### src/rtl/pss_pkg.sv
// -----------------------------------------------------------------------------
// pss_pkg
// Shared types and helpers for the player-select screen generator.
//   - pss_state_e : controller states (IDLE, FILL, DONE)
//   - LFSR_TAPS_W*: default Fibonacci tap masks for common LFSR widths
//   - lfsr_next() : one Fibonacci step on a value up to 32 bits wide
// -----------------------------------------------------------------------------
package pss_pkg;

  typedef enum logic [1:0] {
    IDLE = 2'd0,
    FILL = 2'd1,
    DONE = 2'd2
  } pss_state_e;

  // Tap masks for a left-shifting register whose feedback enters bit 0.
  localparam logic [31:0] LFSR_TAPS_W4  = 32'h0000_000C;
  localparam logic [31:0] LFSR_TAPS_W8  = 32'h0000_00B8;
  localparam logic [31:0] LFSR_TAPS_W16 = 32'h0000_B400;
  localparam logic [31:0] LFSR_TAPS_W32 = 32'h8020_0003;

  // One LFSR step. 'width' bits are significant; upper bits come back zero.
  // The all-zero state is a lock-up state, so it is steered back to 1.
  function automatic logic [31:0] lfsr_next(input logic [31:0] state,
                                            input logic [31:0] taps,
                                            input int unsigned width);
    logic [31:0] mask;
    logic [31:0] nxt;
    logic        fb;
    if (width >= 32) begin
      mask = 32'hFFFF_FFFF;
    end else begin
      mask = (32'd1 << width) - 32'd1;
    end
    fb  = ^(state & taps & mask);
    nxt = ((state << 1) | {31'd0, fb}) & mask;
    if ((state & mask) == 32'd0) begin
      nxt = 32'd1;
    end
    return nxt;
  endfunction

endpackage

### src/rtl/pss_lfsr.sv
// -----------------------------------------------------------------------------
// pss_lfsr
// Free-running Fibonacci LFSR; steps on every clock edge.
// Ports:
//   clk   in   system clock, rising edge
//   rst   in   asynchronous reset, active-low (loads the seed)
//   state out  current LFSR register value, W bits
// A zero seed is replaced by 1 so the register never starts locked up.
// -----------------------------------------------------------------------------
module pss_lfsr
  import pss_pkg::*;
#(
  parameter int            W    = 8,
  parameter logic [W-1:0]  TAPS = W'(8'hB8),
  parameter logic [W-1:0]  SEED = W'(8'h01)
) (
  input  logic         clk,
  input  logic         rst,
  output logic [W-1:0] state
);

  localparam logic [W-1:0] SEED_FIX = (SEED == '0) ? W'(1) : SEED;

  logic [W-1:0] state_r;

  // LFSR register: advances every cycle regardless of controller state.
  always_ff @(posedge clk or negedge rst) begin
    if (!rst) begin
      state_r <= SEED_FIX;
    end else begin
      state_r <= W'(lfsr_next(32'(state_r), 32'(TAPS), W));
    end
  end

  assign state = state_r;

endmodule

### src/rtl/player_select_screens_gen.sv
// -----------------------------------------------------------------------------
// player_select_screens_gen
// Captures pseudo-random symbols into N_SCREENS slots, one per debounced
// rising edge of the player button, then reports completion.
// Ports:
//   clk     in   system clock, rising edge
//   rst     in   asynchronous reset, active-low
//   button  in   raw player button, asynchronous to clk
//   screens out  packed slots, slot i at [i*SYM_W +: SYM_W]
//   count   out  number of filled slots
//   done    out  high while all slots are filled (DONE state)
//   busy    out  high while filling (FILL state)
// Optional feature macro: PSS_NO_REPEAT_EN
//   When defined, a FILL press whose symbol equals the previous slot is held
//   pending and written on the first later cycle with a different symbol.
// -----------------------------------------------------------------------------
module player_select_screens_gen
  import pss_pkg::*;
#(
  parameter int                 N_SCREENS = 4,
  parameter int                 SYM_W     = 2,
  parameter int                 LFSR_W    = 8,
  parameter logic [LFSR_W-1:0]  LFSR_TAPS = LFSR_W'(8'hB8),
  parameter logic [LFSR_W-1:0]  LFSR_SEED = LFSR_W'(8'h01)
) (
  input  logic                           clk,
  input  logic                           rst,
  input  logic                           button,
  output logic [N_SCREENS*SYM_W-1:0]     screens,
  output logic [$clog2(N_SCREENS+1)-1:0] count,
  output logic                           done,
  output logic                           busy
);

  localparam int CNT_W = $clog2(N_SCREENS+1);
  localparam int SCR_W = N_SCREENS*SYM_W;

  logic [LFSR_W-1:0] lfsr_s;
  logic [SYM_W-1:0]  sym_s;
  logic              lfsr_unused;

  pss_lfsr #(
    .W    (LFSR_W),
    .TAPS (LFSR_TAPS),
    .SEED (LFSR_SEED)
  ) u_lfsr (
    .clk   (clk),
    .rst   (rst),
    .state (lfsr_s)
  );

  assign sym_s       = lfsr_s[SYM_W-1:0];
  assign lfsr_unused = ^lfsr_s;

  // Button synchroniser / edge detector. seen_r marks that b1 holds a real
  // sample; armed_r is set once the button has been sampled low, so a button
  // held through reset release cannot create a press.
  logic b1_r, b2_r, b3_r, seen_r, armed_r;
  logic press_s;

  // Synchroniser chain plus arming flag.
  always_ff @(posedge clk or negedge rst) begin
    if (!rst) begin
      b1_r    <= 1'b0;
      b2_r    <= 1'b0;
      b3_r    <= 1'b0;
      seen_r  <= 1'b0;
      armed_r <= 1'b0;
    end else begin
      b1_r   <= button;
      b2_r   <= b1_r;
      b3_r   <= b2_r;
      seen_r <= 1'b1;
      if (seen_r && !b1_r) begin
        armed_r <= 1'b1;
      end
    end
  end

  assign press_s = b2_r & ~b3_r & armed_r;

  pss_state_e        state_r, state_n;
  logic [SCR_W-1:0]  screens_r, screens_n;
  logic [CNT_W-1:0]  count_r, count_n;
  logic              do_write_s;

`ifdef PSS_NO_REPEAT_EN
  logic              pending_r, pending_n;
  logic [SYM_W-1:0]  prev_sym_s;
`endif

  // Controller state and datapath registers.
  always_ff @(posedge clk or negedge rst) begin
    if (!rst) begin
      state_r   <= IDLE;
      screens_r <= '0;
      count_r   <= '0;
`ifdef PSS_NO_REPEAT_EN
      pending_r <= 1'b0;
`endif
    end else begin
      state_r   <= state_n;
      screens_r <= screens_n;
      count_r   <= count_n;
`ifdef PSS_NO_REPEAT_EN
      pending_r <= pending_n;
`endif
    end
  end

  // Next-state logic: slot writes, count update and clearing press.
  always_comb begin
    state_n    = state_r;
    screens_n  = screens_r;
    count_n    = count_r;
    do_write_s = 1'b0;
`ifdef PSS_NO_REPEAT_EN
    pending_n  = pending_r;
    if (count_r != '0) begin
      prev_sym_s = screens_r[(int'(count_r)-1)*SYM_W +: SYM_W];
    end else begin
      prev_sym_s = '0;
    end
`endif
    case (state_r)
      IDLE: begin
        if (press_s) begin
          screens_n[0 +: SYM_W] = sym_s;
          count_n               = CNT_W'(1);
          state_n               = (N_SCREENS == 1) ? DONE : FILL;
        end else begin
          state_n = IDLE;
        end
      end
      FILL: begin
`ifdef PSS_NO_REPEAT_EN
        // A deferred write ignores further presses until it lands.
        if (pending_r) begin
          do_write_s = (sym_s != prev_sym_s);
        end else if (press_s) begin
          if ((SYM_W > 1) && (sym_s == prev_sym_s)) begin
            pending_n = 1'b1;
          end else begin
            do_write_s = 1'b1;
          end
        end else begin
          do_write_s = 1'b0;
        end
`else
        do_write_s = press_s;
`endif
        if (do_write_s) begin
          screens_n[int'(count_r)*SYM_W +: SYM_W] = sym_s;
          count_n = count_r + CNT_W'(1);
`ifdef PSS_NO_REPEAT_EN
          pending_n = 1'b0;
`endif
          if ((count_r + CNT_W'(1)) == CNT_W'(N_SCREENS)) begin
            state_n = DONE;
          end else begin
            state_n = FILL;
          end
        end else begin
          state_n = FILL;
        end
      end
      DONE: begin
        // The clearing press empties the screens without capturing.
        if (press_s) begin
          screens_n = '0;
          count_n   = '0;
          state_n   = IDLE;
        end else begin
          state_n = DONE;
        end
      end
      default: begin
        screens_n = '0;
        count_n   = '0;
        state_n   = IDLE;
`ifdef PSS_NO_REPEAT_EN
        pending_n = 1'b0;
`endif
      end
    endcase
  end

  assign screens = screens_r;
  assign count   = count_r;
  assign done    = (state_r == DONE);
  assign busy    = (state_r == FILL);

endmodule

### config.mk
export PLATFORM = sky130hd
export DESIGN_NAME = player_select_screens_gen
export DESIGN_NICKNAME = d
export VERILOG_FILES = /design/src/rtl/pss_pkg.sv /design/src/rtl/pss_lfsr.sv /design/src/rtl/player_select_screens_gen.sv
export SDC_FILE = /design/constraint.sdc
export NUM_CORES = 1
export LEC_CHECK = 0
export BUFFER_PORTS_ARGS = -buffer_cell sky130_fd_sc_hd__buf_2
export CAP_MARGIN = 20
export CORE_ASPECT_RATIO = 1.2
export CORE_MARGIN = 2
export CORE_UTILIZATION = 45
export CTS_CLUSTER_SIZE = 20
export DETAILED_ROUTE_END_ITERATION = 10
export GPL_ROUTABILITY_DRIVEN = 0
export GPL_TIMING_DRIVEN = 0
export PLACE_DENSITY = 0.74
export SYNTH_ARGS = -nofsm -noshare
export SYNTH_HDL_FRONTEND = slang
export SYNTH_SLANG_ARGS = --single-unit
### constraint.sdc
create_clock -name clk -period 5.9 [get_ports clk]
set_input_delay 0 -clock clk [delete_from_list [all_inputs] [get_ports clk]]
set_output_delay 0 -clock clk [all_outputs]
set_load 0.005 [all_outputs]
# After elaboration in Yosys (flattened, before gate mapping)
# Cells that the tools add are included.
[totals]
register_bits = 26
wordCells = 48
output_inout_bits = 13
[classes]
bitwise = 5
n_eq_ne = 6
n_reduce_logical = 7
n_addsub = 2
mux = 16
shift = 2
[ops]
columns = ["operator", "count"]
rows = [
  ["$neg 4->33", 1],
  ["$shift 2x33->8 const A", 1],
  ["$shiftx 2x33->8", 1],
  ["$logic_not 32->1", 1],
  ["$reduce_xor 32->1", 1],
  ["$mux 8", 3],
  ["$pmux 6 s3", 1],
  ["$pmux 2 s3", 2],
  ["$mux 3", 3],
  ["$pmux 3 s3", 1],
  ["$bwmux 8", 1],
  ["$mux 2", 4],
  ["$or 8x1->8", 1],
  ["$reduce_and 3->1", 2],
  ["$ne 2x1->1 const B", 2],
  ["$add 3x1->3 const B", 1],
  ["$eq 3x3->1 const B", 1],
  ["$and 1x1->1", 2],
  ["$eq 2x1->1 const B", 1],
  ["$eq 2x2->1 const B", 1],
  ["$logic_not 2->1", 1],
  ["$ne 2x2->1 const B", 1],
  ["$not 1->1", 2],
  ["$logic_and 1x1->1", 1],
  ["2 further kinds", 2],
]

# Longest topological paths before layout
[logic_depth]
ltp_word = 5
depth_mapped = 7
mapped_depth_nobuf = 7

# Hierarchy
# Synthesis repeated with hierarchy kept, for this count alone.
[hier_totals]
cells_unflattened = 121
area_unflattened_um2 = 1345.0
[by_module_without_submodules]
columns = ["mod", "seq_area_each_um2", "n_inst", "cells_each", "area_per_inst_um2"]
rows = [
  ["player_select_screens_gen", 450.4, 1, 99, 1049.8],
  ["pss_lfsr", 201.4, 1, 22, 295.3],
]

# Worst setup path before layout
# OpenSTA, ideal clock, no wires.
[synth_timing]
path_kind = "reg-to-reg"
start = "register count_r[0], in the netlist count[0]"
end = "register screens_r[1], in the netlist screens[1]"
arrival_time_ps = 1860
setup_slack_ps = 3971
n_path_buf = 0
synth_period_minus_slack_ps = 1929
required_time_ps = 5831
path_stages_with_launch = 8
path_cell_list = "dfrtp_1 inv_1 ha_1 ha_1 nor4_1 nand3_1 or3_1 nand3_1"
[synth_between]
elab_chain_cells = 5
word_cells_on_any_way = 6
cone_classes = "add/sub: 1; shift: 2; mux: 3"
[synth_rtl]
columns = ["item", "line_no", "text"]
rows = [
  ["start, declared", "player_select_screens_gen.sv:84", "logic [CNT_W-1:0] count_r, count_n;"],
  ["start signal, assigned", "player_select_screens_gen.sv:104", "count_r <= count_n;"],
  ["$neg 4->33 *", "player_select_screens_gen.sv:153", "screens_n[int'(count_r)*SYM_W +: SYM_W] = sym_s;"],
  ["$shiftx 2x33->8 / $shift 2x33->8 (equally long branches)", "player_select_screens_gen.sv:153", ""],
  ["$bwmux 8 *", "player_select_screens_gen.sv:153", ""],
  ["$mux 8 *", "player_select_screens_gen.sv:152", "if (do_write_s) begin"],
  ["$pmux 2 s3 *", "player_select_screens_gen.sv:125", "case (state_r)"],
  ["end signal, assigned", "player_select_screens_gen.sv:103", "screens_r <= screens_n;"],
  ["end, declared", "player_select_screens_gen.sv:83", "logic [SCR_W-1:0] screens_r, screens_n;"],
]
# Every way passes the cells marked *; elsewhere a longest branch is shown, timed or not. The select of a mux whose other input is x is not followed.
# A chain may end at the register's enable or synchronous reset.

# Worst setup path in the final report
# Same ends and word-level chain as after synthesis.

==> run_summary.xml <==
<?xml version="1.0" encoding="UTF-8"?>
<metrics>
  <group name="clock_network">
    <metric name="cts-buffers-inserted" unit="">3</metric>
    <metric name="clkLatencyLatePin" unit="ps">320</metric>
    <metric name="path_clk_slew" unit="ps">140</metric>
    <metric name="cts.path.max_buffers" unit="">2</metric>
    <metric name="sink_count_of_the_clock_tree" unit="">26</metric>
    <metric name="h-tree-depth" unit="">1</metric>
    <metric name="cts-root-buf" unit="">sky130_fd_sc_hd__clkbuf_4</metric>
    <metric name="tritoncts_clock_tree" unit="">yes</metric>
    <metric name="postCtsResizedCells" unit="">0</metric>
  </group>
  <group name="yosys">
    <metric name="synth_top_cells_by_count" unit="">sky130_fd_sc_hd__dfrtp_1, sky130_fd_sc_hd__inv_1, sky130_fd_sc_hd__nand3_1</metric>
    <metric name="post-synth-top-count-cell" unit="">sky130_fd_sc_hd__dfrtp_1</metric>
    <metric name="ys_top_cells_by_area" unit="">sky130_fd_sc_hd__dfrtp_1, sky130_fd_sc_hd__ha_1, sky130_fd_sc_hd__nand3_1, sky130_fd_sc_hd__inv_1, sky130_fd_sc_hd__o21ai_0</metric>
    <metric name="postSynthCellCount" unit="">122</metric>
    <metric name="synth.yosys.warnings" unit="">0</metric>
    <metric name="async_flop_share" unit="">1.00</metric>
    <metric name="synth_flop_cell" unit="">sky130_fd_sc_hd__dfrtp_1</metric>
    <metric name="yosysSeqAreaShare" unit="">0.514</metric>
    <metric name="syn_avg_cell_area" unit="sq um">10.4</metric>
    <metric name="synth_edf_count" unit="">0</metric>
    <metric name="syn-cell-area" unit="sq um">1270</metric>
    <metric name="synth_top_cell_by_area" unit="">sky130_fd_sc_hd__dfrtp_1</metric>
    <metric name="synth_fp_nets" unit="">132</metric>
    <metric name="number_of_distinct_standard_cells_referenced_by_the_synthesized_netlist" unit="">38</metric>
    <metric name="synth_top_area_frac" unit="">0.494</metric>
    <metric name="synth-seq-cells" unit="">26</metric>
  </group>
  <group name="route">
    <metric name="wl" unit="um">2380</metric>
    <metric name="dr_total_vias" unit="">949</metric>
    <metric name="drt-pass1-iter-count" unit="">4</metric>
    <metric name="route.layer.met1.wl" unit="um">1070</metric>
    <metric name="dr.max_layer_used" unit="">met4</metric>
    <metric name="final_routed_wire_length_divided_by_cell_count" unit="um">13.5</metric>
    <metric name="ant_nets" unit="">0</metric>
    <metric name="met3RoutedLength" unit="um">75</metric>
    <metric name="drt_iter0_markers" unit="">13</metric>
    <metric name="avgViaCountPerCell" unit="">5.36</metric>
    <metric name="detailroute.wirelength.met2" unit="um">1200</metric>
    <metric name="drc_errors" unit="">0</metric>
  </group>
  <group name="power_and_ir_drop">
    <metric name="ir_drop" unit="mV">0.192</metric>
    <metric name="cellPowerDensity" unit="nW/um^2">373</metric>
    <metric name="power.static_leakage" unit="nW">0.692</metric>
    <metric name="netSwitchingFraction" unit="">0.394</metric>
    <metric name="clockPowerShare" unit="">0.143</metric>
    <metric name="internal-power" unit="mW">0.324</metric>
    <metric name="finalPower" unit="mW">0.535</metric>
    <metric name="p_sw" unit="mW">0.211</metric>
    <metric name="pwr-share-seq" unit="">0.448</metric>
    <metric name="comb_power_share" unit="">0.408</metric>
  </group>
  <group name="sta">
    <metric name="timing.final.hold_violations" unit="">0</metric>
    <metric name="timing.final.crit_period" unit="ps">2190</metric>
    <metric name="setup_ws" unit="ps">3710</metric>
    <metric name="drv_slew" unit="">0</metric>
    <metric name="fin_crit_sh" unit="">0.370</metric>
    <metric name="timing.clock.skew" unit="ps">10.5</metric>
    <metric name="tightestPinTransition" unit="ps">565</metric>
    <metric name="fmax" unit="MHz">458</metric>
    <metric name="setup_viol" unit="">0</metric>
    <metric name="tns" unit="ps">0</metric>
    <metric name="rsz_0062_raised_after_global_routing" unit="">no</metric>
    <metric name="slew_headroom" unit="">0.623</metric>
  </group>
  <group name="die">
    <metric name="die_h" unit="um">62.1</metric>
    <metric name="die_area" unit="sq um">3260</metric>
    <metric name="core-area" unit="sq um">2730</metric>
    <metric name="top_level_ports" unit="">16</metric>
    <metric name="initial_util" unit="">0.464</metric>
    <metric name="fp-row-count" unit="">21</metric>
    <metric name="die_width" unit="um">52.4</metric>
  </group>
  <group name="status">
    <metric name="status" unit="">completed</metric>
  </group>
  <group name="setup_path">
    <metric name="slowest_cell_on_crit_path" unit="">sky130_fd_sc_hd__dfrtp_1</metric>
    <metric name="critPathCaptureType" unit="">flip-flop</metric>
    <metric name="worst_path_largest_cell_delay" unit="ps">530</metric>
    <metric name="crit_required" unit="ps">6160</metric>
    <metric name="crit_fanout" unit="">9</metric>
    <metric name="crit_path_start_kind" unit="">flip-flop</metric>
    <metric name="arrival" unit="ps">2440</metric>
    <metric name="timing.setup.critical_path_class" unit="">reg -&gt; reg</metric>
    <metric name="cp_cell_sequence" unit="">inv_1 -&gt; ha_1 -&gt; ha_1 -&gt; nor4_1 -&gt; nand3_1 -&gt; or3_1 -&gt; nand3_1</metric>
  </group>
  <group name="finish">
    <metric name="number_of_diodes" unit="">0</metric>
    <metric name="fillCellCount" unit="">264</metric>
    <metric name="syn_to_final_growth" unit="%">12.9</metric>
    <metric name="post_route_cells_drive_above_1_share" unit="">0.196</metric>
    <metric name="final_core_utilization" unit="">0.524</metric>
    <metric name="finish.net_count" unit="">154</metric>
  </group>
  <group name="grt">
    <metric name="globalRouteOverflowTotal" unit="">0</metric>
    <metric name="grt_max_degree" unit="">27</metric>
    <metric name="vias_in_the_first_global_route" unit="">998</metric>
    <metric name="grt_antenna_before_repair" unit="">0</metric>
    <metric name="gr-usage-all-layers" unit="">0.180</metric>
    <metric name="grt_first_pass_wirelength" unit="um">4560</metric>
  </group>
  <group name="place">
    <metric name="place_ws" unit="ps">3780</metric>
    <metric name="portbufs" unit="">15</metric>
    <metric name="hpwl" unit="um">1710</metric>
  </group>
  <group name="job">
    <metric name="cap_violations" unit="">0</metric>
  </group>
  <group name="worst_hold_path">
    <metric name="hold_class" unit="">in -&gt; async</metric>
  </group>
</metrics>
[per-layer routing]
metal,GRT usage,vias up
met5,0,-
met4,0.0833,0
met3,0.0361,6
met2,0.272,20
met1,0.246,457
li1,-,466
[power by group through the flow]
stage | Sequential (mW) | Combinational [mW] | Clock, mW
global placement | 0.240 | 0.207 | 0
detailed placement | 0.243 | 0.214 | 0
global route | 0.246 | 0.251 | 0.0878
finish | 0.240 | 0.218 | 0.0765
floorplan | 0.238 | 0.150 | 0
CTS | 0.239 | 0.217 | 0.0811
[critical path: cells and delay by family, from the launching register on]
| family | cells | cell delay (ps) |
|---|---|---|
| simple gates | 4 | 850 |
| buf+inv | 1 | 150 |
| flops | 1 | 530 |
| fa+ha+maj | 2 | 590 |
[kinds of logic (layout without fill, tap and decap cells)]
kind of cell               Yosys count  after routing  share of synthesized area
AOI/OAI and AO/OA                   23             23                      0.131
xor gates and xnor gates             2              2                     0.0138
adders and majority gates            7              7                     0.0691
buffers and inverters               20             41                     0.0691
DFF                                 26             26                      0.514
muxes                                4              4                     0.0336
other                                1              1                    0.00296
and+or+nand+nor                     39             39                      0.166
[state kept, by name, summed over array words and instances (netlist names)]
signal        cells
b1_r              1
count             3
armed_r           1
b3_r              1
u_lfsr.state      8
screens           8
b2_r              1
state_r           2
seen_r            1
[placed cells by master, fill, tap and decap left out, drive strengths merged, types with 6 or more instances in the layout]
| cell type | instances |
|---|---|
| o21ai | 6 |
| nor2 | 8 |
| nand2 | 7 |
| dfrtp | 25 |
| inv | 11 |
| nand3 | 9 |
| clkbuf | 9 |
| ha | 7 |
| buf | 18 |
[metrics by stage]
stage,cell area (sq um),cells,hold slack (ps)
final,1430,177,183
after CTS,1430,177,199
after global routing,1430,177,222
after global placement,1390,171,16.5
after floorplan,1270,122,-296
after detailed placement,1390,171,36.2
[worst paths after layout]
| kind | start | end | slack [ps] | depth (start not counted) |
|---|---|---|---|---|
| max | count[0] | screens[1] | 3710 | 7 |
| min | rst | count[0] | 180 | 2 |
| max reg2reg | count[0] | screens[1] | 3710 | 7 |
| min reg2reg | b1_r | b2_r | 400 | 0 |
| max in group asynchronous | rst | u_lfsr.state[0] | 5330 | 2 |
| min in group clk | button | b1_r | 310 | 2 |
[layout make-up]
type	count	area (sq um)	share of cell area
Inverter	11	41.3	0.0288
Buffer	9	46.3	0.0323
Sequential cell	26	652	0.455
Multi-Input combinational cell	76	528	0.369
Clock buffer	4	26.3	0.0184
Timing Repair Buffer	17	95.1	0.0664
Tap cell	34	42.5	0.0297
[what timing repair did]
item                                   4_1_cts  5_1_grt
endpoints found under the hold margin       26        0
setup buffers                                0        0
hold buffers                                 2        0
No activity file was read; power rests on OpenSTA's default activity.
